<file path="src/rtl/conway_seed_loader.sv">
// Conway seed loader: assembles a seed frame from a byte stream into a shadow
// register, applies it to the cell grid under grid_rst, and then paces the
// grid's generation enable (free-running at a programmable period, or
// single-stepped). It also keeps the generation count for the board.
module conway_seed_loader #(
    parameter int ROWS     = 8,
    parameter int COLS     = 8,
    parameter int PERIOD_W = 24
) (
    input  logic                 clk,
    input  logic                 rst,
    input  logic                 seed_valid,
    output logic                 seed_ready,
    input  logic [7:0]           seed_data,
    input  logic                 seed_last,
    input  logic                 run,
    input  logic                 step,
    input  logic [PERIOD_W-1:0]  period,
    output logic [ROWS*COLS-1:0] state_0,
    output logic                 grid_rst,
    output logic                 grid_ena,
    output logic [15:0]          generation,
    output logic                 loaded,
    output logic                 frame_err
);

    localparam int NCELLS = ROWS * COLS;
    localparam int NBYTES = NCELLS / 8;
    localparam int IDX_W  = (NBYTES > 1) ? $clog2(NBYTES) : 1;

    localparam logic [IDX_W-1:0]    IDX_ZERO    = {IDX_W{1'b0}};
    localparam logic [IDX_W-1:0]    IDX_ONE     = IDX_W'(1);
    localparam logic [IDX_W-1:0]    LAST_IDX    = IDX_W'(NBYTES - 1);
    localparam logic [PERIOD_W-1:0] PERIOD_ZERO = {PERIOD_W{1'b0}};
    localparam logic [PERIOD_W-1:0] PERIOD_ONE  = PERIOD_W'(1);
    localparam logic [NCELLS-1:0]   CELLS_ZERO  = {NCELLS{1'b0}};

    typedef enum logic [1:0] {
        ST_IDLE  = 2'd0,
        ST_LOAD  = 2'd1,
        ST_APPLY = 2'd2,
        ST_RUN   = 2'd3
    } state_t;

    // Registered state
    state_t              state_r;
    logic [IDX_W-1:0]    byte_idx_r;
    logic                apply_cnt_r;
    logic [PERIOD_W-1:0] period_cnt_r;
    logic [NCELLS-1:0]   shadow_r;
    logic [NCELLS-1:0]   state_0_r;
    logic                seed_ready_r;
    logic                grid_rst_r;
    logic                grid_ena_r;
    logic [15:0]         generation_r;
    logic                loaded_r;
    logic                frame_err_r;

    // Combinational next-state / control
    state_t              next_state_s;
    logic [IDX_W-1:0]    byte_idx_next_s;
    logic [NCELLS-1:0]   shadow_next_s;
    logic [PERIOD_W-1:0] period_cnt_next_s;
    logic [PERIOD_W-1:0] period_eff_s;
    logic                period_term_s;
    logic                accept_s;
    logic                frame_err_set_s;
    logic                loaded_clr_s;
    logic                fire_s;
    logic                apply_done_s;

    // Writes one seed byte into its slot of the cell vector; bit i of byte b
    // lands on cell 8*b+i.
    function automatic logic [NCELLS-1:0] merge_byte(
        input logic [NCELLS-1:0] vec,
        input logic [IDX_W-1:0]  idx,
        input logic [7:0]        data
    );
        logic [NCELLS-1:0] tmp;
        tmp = vec;
        tmp[8*int'(idx) +: 8] = data;
        return tmp;
    endfunction

    // A byte transfers whenever the upstream offers one while we advertise ready.
    assign accept_s = seed_valid && seed_ready_r;

    // Effective period (0 behaves as 1) and the wrap compare; >= keeps the
    // counter firing even if period is lowered below the current count.
    always_comb begin
        if (period == PERIOD_ZERO) begin
            period_eff_s = PERIOD_ONE;
        end else begin
            period_eff_s = period;
        end
        period_term_s = (period_cnt_r >= (period_eff_s - PERIOD_ONE));
    end

    // Next-state logic: frame assembly, frame checking, apply sequencing and
    // generation pacing.
    always_comb begin
        next_state_s      = state_r;
        byte_idx_next_s   = byte_idx_r;
        shadow_next_s     = shadow_r;
        period_cnt_next_s = PERIOD_ZERO;
        frame_err_set_s   = 1'b0;
        loaded_clr_s      = 1'b0;
        fire_s            = 1'b0;
        apply_done_s      = 1'b0;
        case (state_r)
            ST_IDLE, ST_LOAD, ST_RUN: begin
                if (accept_s) begin
                    // A byte arriving while running starts a reload; any
                    // enable due this cycle is dropped because fire_s stays 0.
                    shadow_next_s = merge_byte(shadow_r, byte_idx_r, seed_data);
                    loaded_clr_s  = (state_r == ST_RUN);
                    if (byte_idx_r == LAST_IDX) begin
                        byte_idx_next_s = IDX_ZERO;
                        if (seed_last) begin
                            next_state_s = ST_APPLY;
                        end else begin
                            next_state_s    = ST_IDLE;
                            frame_err_set_s = 1'b1;
                            loaded_clr_s    = 1'b1;
                        end
                    end else begin
                        if (seed_last) begin
                            byte_idx_next_s = IDX_ZERO;
                            next_state_s    = ST_IDLE;
                            frame_err_set_s = 1'b1;
                            loaded_clr_s    = 1'b1;
                        end else begin
                            byte_idx_next_s = byte_idx_r + IDX_ONE;
                            next_state_s    = ST_LOAD;
                        end
                    end
                end else if (state_r == ST_RUN) begin
                    if (run) begin
                        if (period_term_s) begin
                            fire_s = 1'b1;
                        end else begin
                            period_cnt_next_s = period_cnt_r + PERIOD_ONE;
                        end
                    end else begin
                        fire_s = step;
                    end
                end else begin
                    next_state_s = state_r;
                end
            end
            ST_APPLY: begin
                if (apply_cnt_r) begin
                    next_state_s = ST_RUN;
                    apply_done_s = 1'b1;
                end else begin
                    next_state_s = ST_APPLY;
                end
            end
            default: begin
                next_state_s = ST_IDLE;
            end
        endcase
    end

    // FSM state register.
    always_ff @(posedge clk) begin
        if (rst) begin
            state_r <= ST_IDLE;
        end else begin
            state_r <= next_state_s;
        end
    end

    // Frame assembly and pacing counters.
    always_ff @(posedge clk) begin
        if (rst) begin
            byte_idx_r   <= IDX_ZERO;
            shadow_r     <= CELLS_ZERO;
            apply_cnt_r  <= 1'b0;
            period_cnt_r <= PERIOD_ZERO;
        end else begin
            byte_idx_r   <= byte_idx_next_s;
            shadow_r     <= shadow_next_s;
            apply_cnt_r  <= (state_r == ST_APPLY) ? ~apply_cnt_r : 1'b0;
            period_cnt_r <= period_cnt_next_s;
        end
    end

    // Handshake and grid control outputs, decoded from the upcoming state so
    // they line up with the state they describe.
    always_ff @(posedge clk) begin
        if (rst) begin
            seed_ready_r <= 1'b0;
            grid_rst_r   <= 1'b1;
            grid_ena_r   <= 1'b0;
        end else begin
            seed_ready_r <= (next_state_s != ST_APPLY);
            grid_rst_r   <= (next_state_s == ST_APPLY);
            grid_ena_r   <= fire_s;
        end
    end

    // Seed vector to the grid: replaced in one step on APPLY entry only.
    always_ff @(posedge clk) begin
        if (rst) begin
            state_0_r <= CELLS_ZERO;
        end else if ((next_state_s == ST_APPLY) && (state_r != ST_APPLY)) begin
            state_0_r <= shadow_next_s;
        end else begin
            state_0_r <= state_0_r;
        end
    end

    // Generation count, loaded flag and sticky frame error.
    always_ff @(posedge clk) begin
        if (rst) begin
            generation_r <= 16'h0000;
            loaded_r     <= 1'b0;
            frame_err_r  <= 1'b0;
        end else begin
            if (apply_done_s) begin
                generation_r <= 16'h0000;
            end else if (fire_s) begin
                generation_r <= generation_r + 16'h0001;
            end else begin
                generation_r <= generation_r;
            end
            if (apply_done_s) begin
                loaded_r <= 1'b1;
            end else if (loaded_clr_s) begin
                loaded_r <= 1'b0;
            end else begin
                loaded_r <= loaded_r;
            end
            if (frame_err_set_s) begin
                frame_err_r <= 1'b1;
            end else begin
                frame_err_r <= frame_err_r;
            end
        end
    end

    assign seed_ready = seed_ready_r;
    assign state_0    = state_0_r;
    assign grid_rst   = grid_rst_r;
    assign grid_ena   = grid_ena_r;
    assign generation = generation_r;
    assign loaded     = loaded_r;
    assign frame_err  = frame_err_r;

endmodule

</file>
<file path="config.mk">
export PLATFORM = sky130hd
export DESIGN_NAME = conway_seed_loader
export DESIGN_NICKNAME = d
export VERILOG_FILES = /design/src/rtl/conway_seed_loader.sv
export SDC_FILE = /design/constraint.sdc
export NUM_CORES = 1
export LEC_CHECK = 0
export CELL_PAD_IN_SITES_DETAIL_PLACEMENT = 2
export CELL_PAD_IN_SITES_GLOBAL_PLACEMENT = 2
export CORE_MARGIN = 1
export CORE_UTILIZATION = 35
export DETAILED_ROUTE_END_ITERATION = 12
export GPL_TIMING_DRIVEN = 0
export MAX_ROUTING_LAYER = met4
export PLACE_DENSITY_LB_ADDON = 0.1
export SYNTH_ARGS = -nofsm -noshare
export SYNTH_HDL_FRONTEND = slang
export SYNTH_SLANG_ARGS = --single-unit
</file>
<file path="constraint.sdc">
create_clock -name clk -period 8.26 [get_ports clk]
set_input_delay 1.652 -clock clk [delete_from_list [all_inputs] [get_ports clk]]
set_output_delay 1.652 -clock clk [all_outputs]
set_load 0.01 [all_outputs]
</file>
* After elaboration in Yosys (flattened, before gate mapping) *
Cells that the tools add are included.

storage, ports and cells
  bits in registers = 179
  input bits = 38
  word-level logic and storage cells = 73
  output and inout port bits = 85

cells by class
  bitwise logic cells = 5
  shift operators = 2
  equality and inequality tests = 7
  reductions and logical operators = 10
  order comparisons = 1
  add/sub/neg operators = 5
  muxes and demuxes = 31

operators with widths
  operator                 count
  $mux 64                  2
  $bwmux 64                1
  $shift 8x33->64 const A  1
  $shiftx 8x33->64         1
  $neg 6->33               1
  $add 24x1->24 const B    1
  $ge 24x24->1             1
  $logic_not 24->1         1
  $mux 24                  1
  $sub 24x1->24 const B    1
  $mux 1                   21
  $add 16x1->16 const B    1
  $eq 2x2->1 const B       3
  $mux 2                   3
  $mux 3                   2
  $reduce_or 6->1          1
  $not 1->1                5
  $ne 2x2->1 const B       2
  $pmux 2 s2               1
  $reduce_or 2->1          2
  $add 3x1->3 const B      1
  $eq 3x3->1 const B       1
  $reduce_or 3->1          1
  $eq 2x1->1 const B       1
  4 further kinds          5

* Logic depth before layout (Yosys ltp) *
  word-level depth = 9
  depth in mapped cells = 19
  mapped depth without buffers = 17

* Worst setup path before layout *
No wires, ideal clock.

  kind = input to register
  from = in period[3]
  to = reg generation_r[9] (netlist: generation[9])
  arrival time = 5,433 ps
  cell stages on the path = 18
  buffers on the path = 1
  library setup time = 70 ps
  required time = 8,190 ps
  path slack = 2,756 ps
  cells stage by stage = or4_4 -> or3_4 -> and3b_1 -> a21oi_1 -> ha_1 -> nand2b_1 -> or2_1 -> nand2b_4 -> nor2_1 -> xnor2_1 -> ha_1 -> nand4_1 -> nor4_1 -> nand2_1 -> o211a_1 -> clkbuf_1 -> or4_1 -> a21oi_1

between the ends
  word-level cells in the longest chain between the ends = 9

ends and longest elaborated chain
  element               line  text
  start, declared       18    input logic [PERIOD_W-1:0] period,
  $logic_not 24->1      91    if (period == PERIOD_ZERO) begin
  $mux 24 *             91
  $sub 24x1->24 *       96    period_term_s = (period_cnt_r >= (period_eff_s - PERIOD_ONE));
  $ge 24x24->1 *        96
  $mux 1 *              139   if (period_term_s) begin
  $mux 1 *              138   if (run) begin
  $mux 1 *              137   end else if (state_r == ST_RUN) begin
  $mux 1 *              112   if (accept_s) begin
  $mux 1 *              110   case (state_r)
  end signal, assigned  224   generation_r <= generation_r + 16'h0001;
  end signal, assigned  226   generation_r <= generation_r;
  end, declared         55    logic [15:0] generation_r;

Mark *: on every way between the ends. The rest lies on a longest branch, timed or not.
A chain may end at the register's enable or synchronous reset.

* Worst setup path after layout *
  from = in period[3]
  to = reg generation_r[1] (netlist: generation[1])

The elaborated chain is that of the path after synthesis.

==> results.rst <==
.. list-table::
   :header-rows: 1

   * - Metric
     - Value
   * - Count leader, synth
     - sky130_fd_sc_hd__nor2_1
   * - Final Cycle Share
     - 80.2%
   * - First-pass GRT wire length
     - 39.8 mm
   * - Root Buffer
     - sky130_fd_sc_hd__clkbuf_16
   * - Pin count of the biggest net entering global routing
     - 19
   * - Count of yosys warnings during synthesis
     - 0
   * - Antenna Violating Nets Remaining
     - 0
   * - Area fraction of the dominant cell type after synthesis
     - 45.8%
   * - IO Pins
     - 123
   * - Post-synthesis net count
     - 935
   * - Max capacitance violation total
     - 0
   * - Endpoint required time on the critical path
     - 8.62 ns
   * - Total global routing overflow
     - 0
   * - Critical path fanouts, max
     - 10
   * - Starting Density
     - 35.7%
   * - Clock tree from TritonCTS
     - built
   * - Number of antenna violations at the first check in global routing
     - 0
   * - Total DRC errors in the routed layout
     - 0
   * - Mapped cell area
     - 7820 µm²
   * - Number of detailed-routing iterations run before antenna repair
     - 4
   * - Met3 wire length
     - 701 µm
   * - Gate Count Post-Synth
     - 864
   * - Share of layout cells above drive strength 1
     - 4.32%
   * - Headroom to the max-slew limit
     - 16.2%
   * - Status
     - finished clean
   * - Setup Buffers After CTS
     - 0
   * - Final period demand of the worst path
     - 6.63 ns
   * - Measured slew at the worst slew-check pin
     - 1.25 ns
   * - Routability-driven placement congestion ratio
     - 0.753
   * - Port Buffer Count
     - 122
   * - Detailed-route wire length on metal 1
     - 11.3 mm
   * - Synthesized flop and latch total
     - 179
   * - Width of the chip
     - 151 µm
   * - Final Core Density
     - 45.7%
   * - # nets final
     - 1,076
   * - Classification of the worst setup path
     - in -> reg
   * - Area of the die
     - 22,900 µm²
   * - Count of pins over their slew limit
     - 0
   * - Post-synth EDFFs
     - 0
   * - Cells taking the most area after synthesis
     - sky130_fd_sc_hd__dfxtp_1 46%, sky130_fd_sc_hd__nor2_1 9.0%, sky130_fd_sc_hd__mux2i_1 7.4%
   * - Number of endpoints failing setup at the final stage
     - 0
   * - RSZ-0062 raised after global routing
     - no
   * - Combinational family with the most area after synthesis
     - simple AND/OR/NAND/NOR gates
   * - Clock buffers created by TritonCTS
     - 17
   * - 1st-iter DRT viols
     - 242
   * - Met2 wire length
     - 12.5 mm
   * - Post-synthesis mux area share
     - 7.42%
   * - Standard-cell rows
     - 54
   * - Kind of end point of the critical path
     - register
   * - Area Overhead vs Synth
     - 28.0%
   * - Total negative slack for setup checks
     - 0 ns
   * - Portion of the post-synthesis area used by sequential elements
     - 45.8%
   * - Number of vias in the routed layout
     - 6,840
   * - Post-CTS clock slew at the launch and capture registers of the worst setup and hold paths
     - 0.07 ns
   * - Highest Signal Layer
     - met4
   * - Complex-gate fraction of the synthesized area
     - 11.9%
   * - Worst IR drop on VDD
     - 0.115 mV
   * - Number of global-route vias before repair
     - 7,322
   * - Class of the worst hold path
     - reg -> reg
   * - Data arrival time of the critical path
     - 6.99 ns
   * - Maximum operating frequency
     - 0.151 GHz
   * - Avg WL per Cell
     - 19.3 µm
   * - Cell Pwr Density
     - 182 nW/µm²
   * - Simple-gate share of the synthesized area
     - 21.9%
   * - Adder-cell share of the synthesized area
     - 5.28%
   * - Nature of the critical path startpoint
     - primary input
   * - Placeable core area
     - 21,900 µm²
   * - Number of buffers on the longest clock path
     - 2
   * - Vertical die dimension
     - 151 µm
   * - Most frequently used flop master after synthesis
     - sky130_fd_sc_hd__dfxtp_1
   * - Per-instance average area after synthesis
     - 9.05 µm²
   * - Total routed wirelength
     - 25.0 mm
   * - Most frequent cells after synthesis
     - 187 x sky130_fd_sc_hd__nor2_1, 179 x sky130_fd_sc_hd__dfxtp_1, 65 x sky130_fd_sc_hd__a211oi_1, 58 x sky130_fd_sc_hd__mux2i_1, 44 x sky130_fd_sc_hd__nand2_1
   * - FFs w/ async S/R, synth
     - 0%
   * - Clock sinks
     - 179
   * - Post-cts hold buffer count
     - 0
   * - Hpwl dp
     - 18.1 mm
   * - N_diodes
     - 0
   * - Number of distinct standard cells referenced by the synthesized netlist
     - 53
   * - Static leakage
     - 3.59 nW
   * - Final worst clock skew
     - 0.0188 ns
   * - Synth area leader
     - sky130_fd_sc_hd__dfxtp_1
   * - Ratio of routed vias to standard cells
     - 5.27
   * - Number of resized instances in the post-cts repair step
     - 0
   * - Worst-Skew Late Latency
     - 0.44 ns
   * - XOR/XNOR Fraction of Synth Area
     - 4.93%
   * - Gr usage total
     - 23.5%
   * - Level count of the clock H-tree
     - 4
   * - Hold Violations, Final
     - 0
-- sequential cells by signal (all words and copies together), names as in the netlist, 2 cells and up --
signal	cells
byte_idx_r	3
state_0	64
shadow_r	64
state_r	2
generation	16
period_cnt_r	24
-- where the power goes --
part / switching (W) / internal, W
Sequential: 0.00000188 / 0.000866
Clock: 0.000392 / 0.000464
Combinational: 0.0000573 / 0.0000363
-- critical path, cell delays in order --
cell                              delay, ns
sky130_fd_sc_hd__clkdlybuf4s50_1       0.49
sky130_fd_sc_hd__or4_4                 0.58
sky130_fd_sc_hd__or3_4                 0.36
sky130_fd_sc_hd__and3b_1               0.32
sky130_fd_sc_hd__a21oi_1               0.13
sky130_fd_sc_hd__ha_1                  0.22
sky130_fd_sc_hd__nand2b_1              0.18
sky130_fd_sc_hd__or2_1                 0.18
sky130_fd_sc_hd__nand2b_4              0.17
sky130_fd_sc_hd__nor2_1                0.07
sky130_fd_sc_hd__xnor2_1               0.14
sky130_fd_sc_hd__ha_1                  0.19
sky130_fd_sc_hd__a211oi_1              0.27
sky130_fd_sc_hd__o21ai_0               0.16
sky130_fd_sc_hd__a221oi_1              0.39
sky130_fd_sc_hd__o211a_1               0.27
sky130_fd_sc_hd__clkbuf_1              0.40
sky130_fd_sc_hd__clkbuf_1              0.48
sky130_fd_sc_hd__o21ai_0               0.17
sky130_fd_sc_hd__a21oi_1               0.16
-- routing by layer --
metal	vias up	GRT usage (%)
met4	0	6.45
met3	25	3.44
met2	106	40.8
met1	3397	28.2
li1	3312	-
met5	-	-
-- path summary, 6_finish.rpt --
| check | from | to | slack (ns) | depth (start not counted) |
|---|---|---|---|---|
| max | period[3] | generation[1]$_SDFFE_PP0P_ | 1.63 | 20 |
| min | shadow_r[36]$_SDFF_PP0_ | shadow_r[36]$_SDFF_PP0_ | 0.48 | 2 |
| max reg2reg | byte_idx_r[0]$_SDFFE_PP0P_ | state_0[17]$_SDFFE_PP0P_ | 4.62 | 9 |
| min reg2reg | shadow_r[36]$_SDFF_PP0_ | shadow_r[36]$_SDFF_PP0_ | 0.48 | 2 |
-- through the flow --
stage	worst slack [ns]	std cells	hold WS, ns	total power, W	cell area [µm²]
2_1_floorplan	2.76	864	0.437	0.000931	7820
3_5_place_dp	1.17	1266	0.473	0.000981	9390
6_report	1.63	1298	0.485	0.00182	10000
3_3_place_gp	1.29	1266	0.463	0.000980	9390
4_1_cts	1.61	1298	0.489	0.00183	10000
5_1_grt	1.28	1298	0.510	0.00188	10000
-- logic make-up (layout without fill, tap and decap cells) --
family,after synthesis,after routing
muxes,58,58
adders and majority gates,33,33
DFF,179,179
buffers and inverters,58,212
and+or+nand+nor,357,357
AOI/OAI and AO/OA,135,135
xor gates and xnor gates,44,44
-- cell type report --
type / instances / area [µm²]
multi-input cells: 627 / 4020
well taps: 280 / 350
repair buffers: 122 / 1220
fillers: 2458 / 11900
flip-flops and latches: 179 / 3580
clock inverters: 14 / 186
inverters: 13 / 48.8
plain buffers: 45 / 170
clock buffers: 18 / 429
-- cells in the final DEF, fill, tap and decap left out, drive strengths merged, types with 2 or more instances in the layout --
master and instances:
nor3b 2, clkdlybuf4s50 122, o21ai 8, xor2 20, nor3 14, o211ai 2
a21o 2, clkbuf 61, or2 2, ha 33, dfxtp 179, nor4 10
nand4 8, nand2 44, a211oi 66, mux2i 58, o2111ai 2, a221oi 2
o31ai 12, or3 5, bufinv 2, or4 12, nand3 24, xnor2 24
nor2 187, and3 15, inv 21, and2 15, buf 2, nor4b 2
a21oi 34, clkinvlp 3, nand2b 11, and4 3
Power figures use the tool's default switching activity.
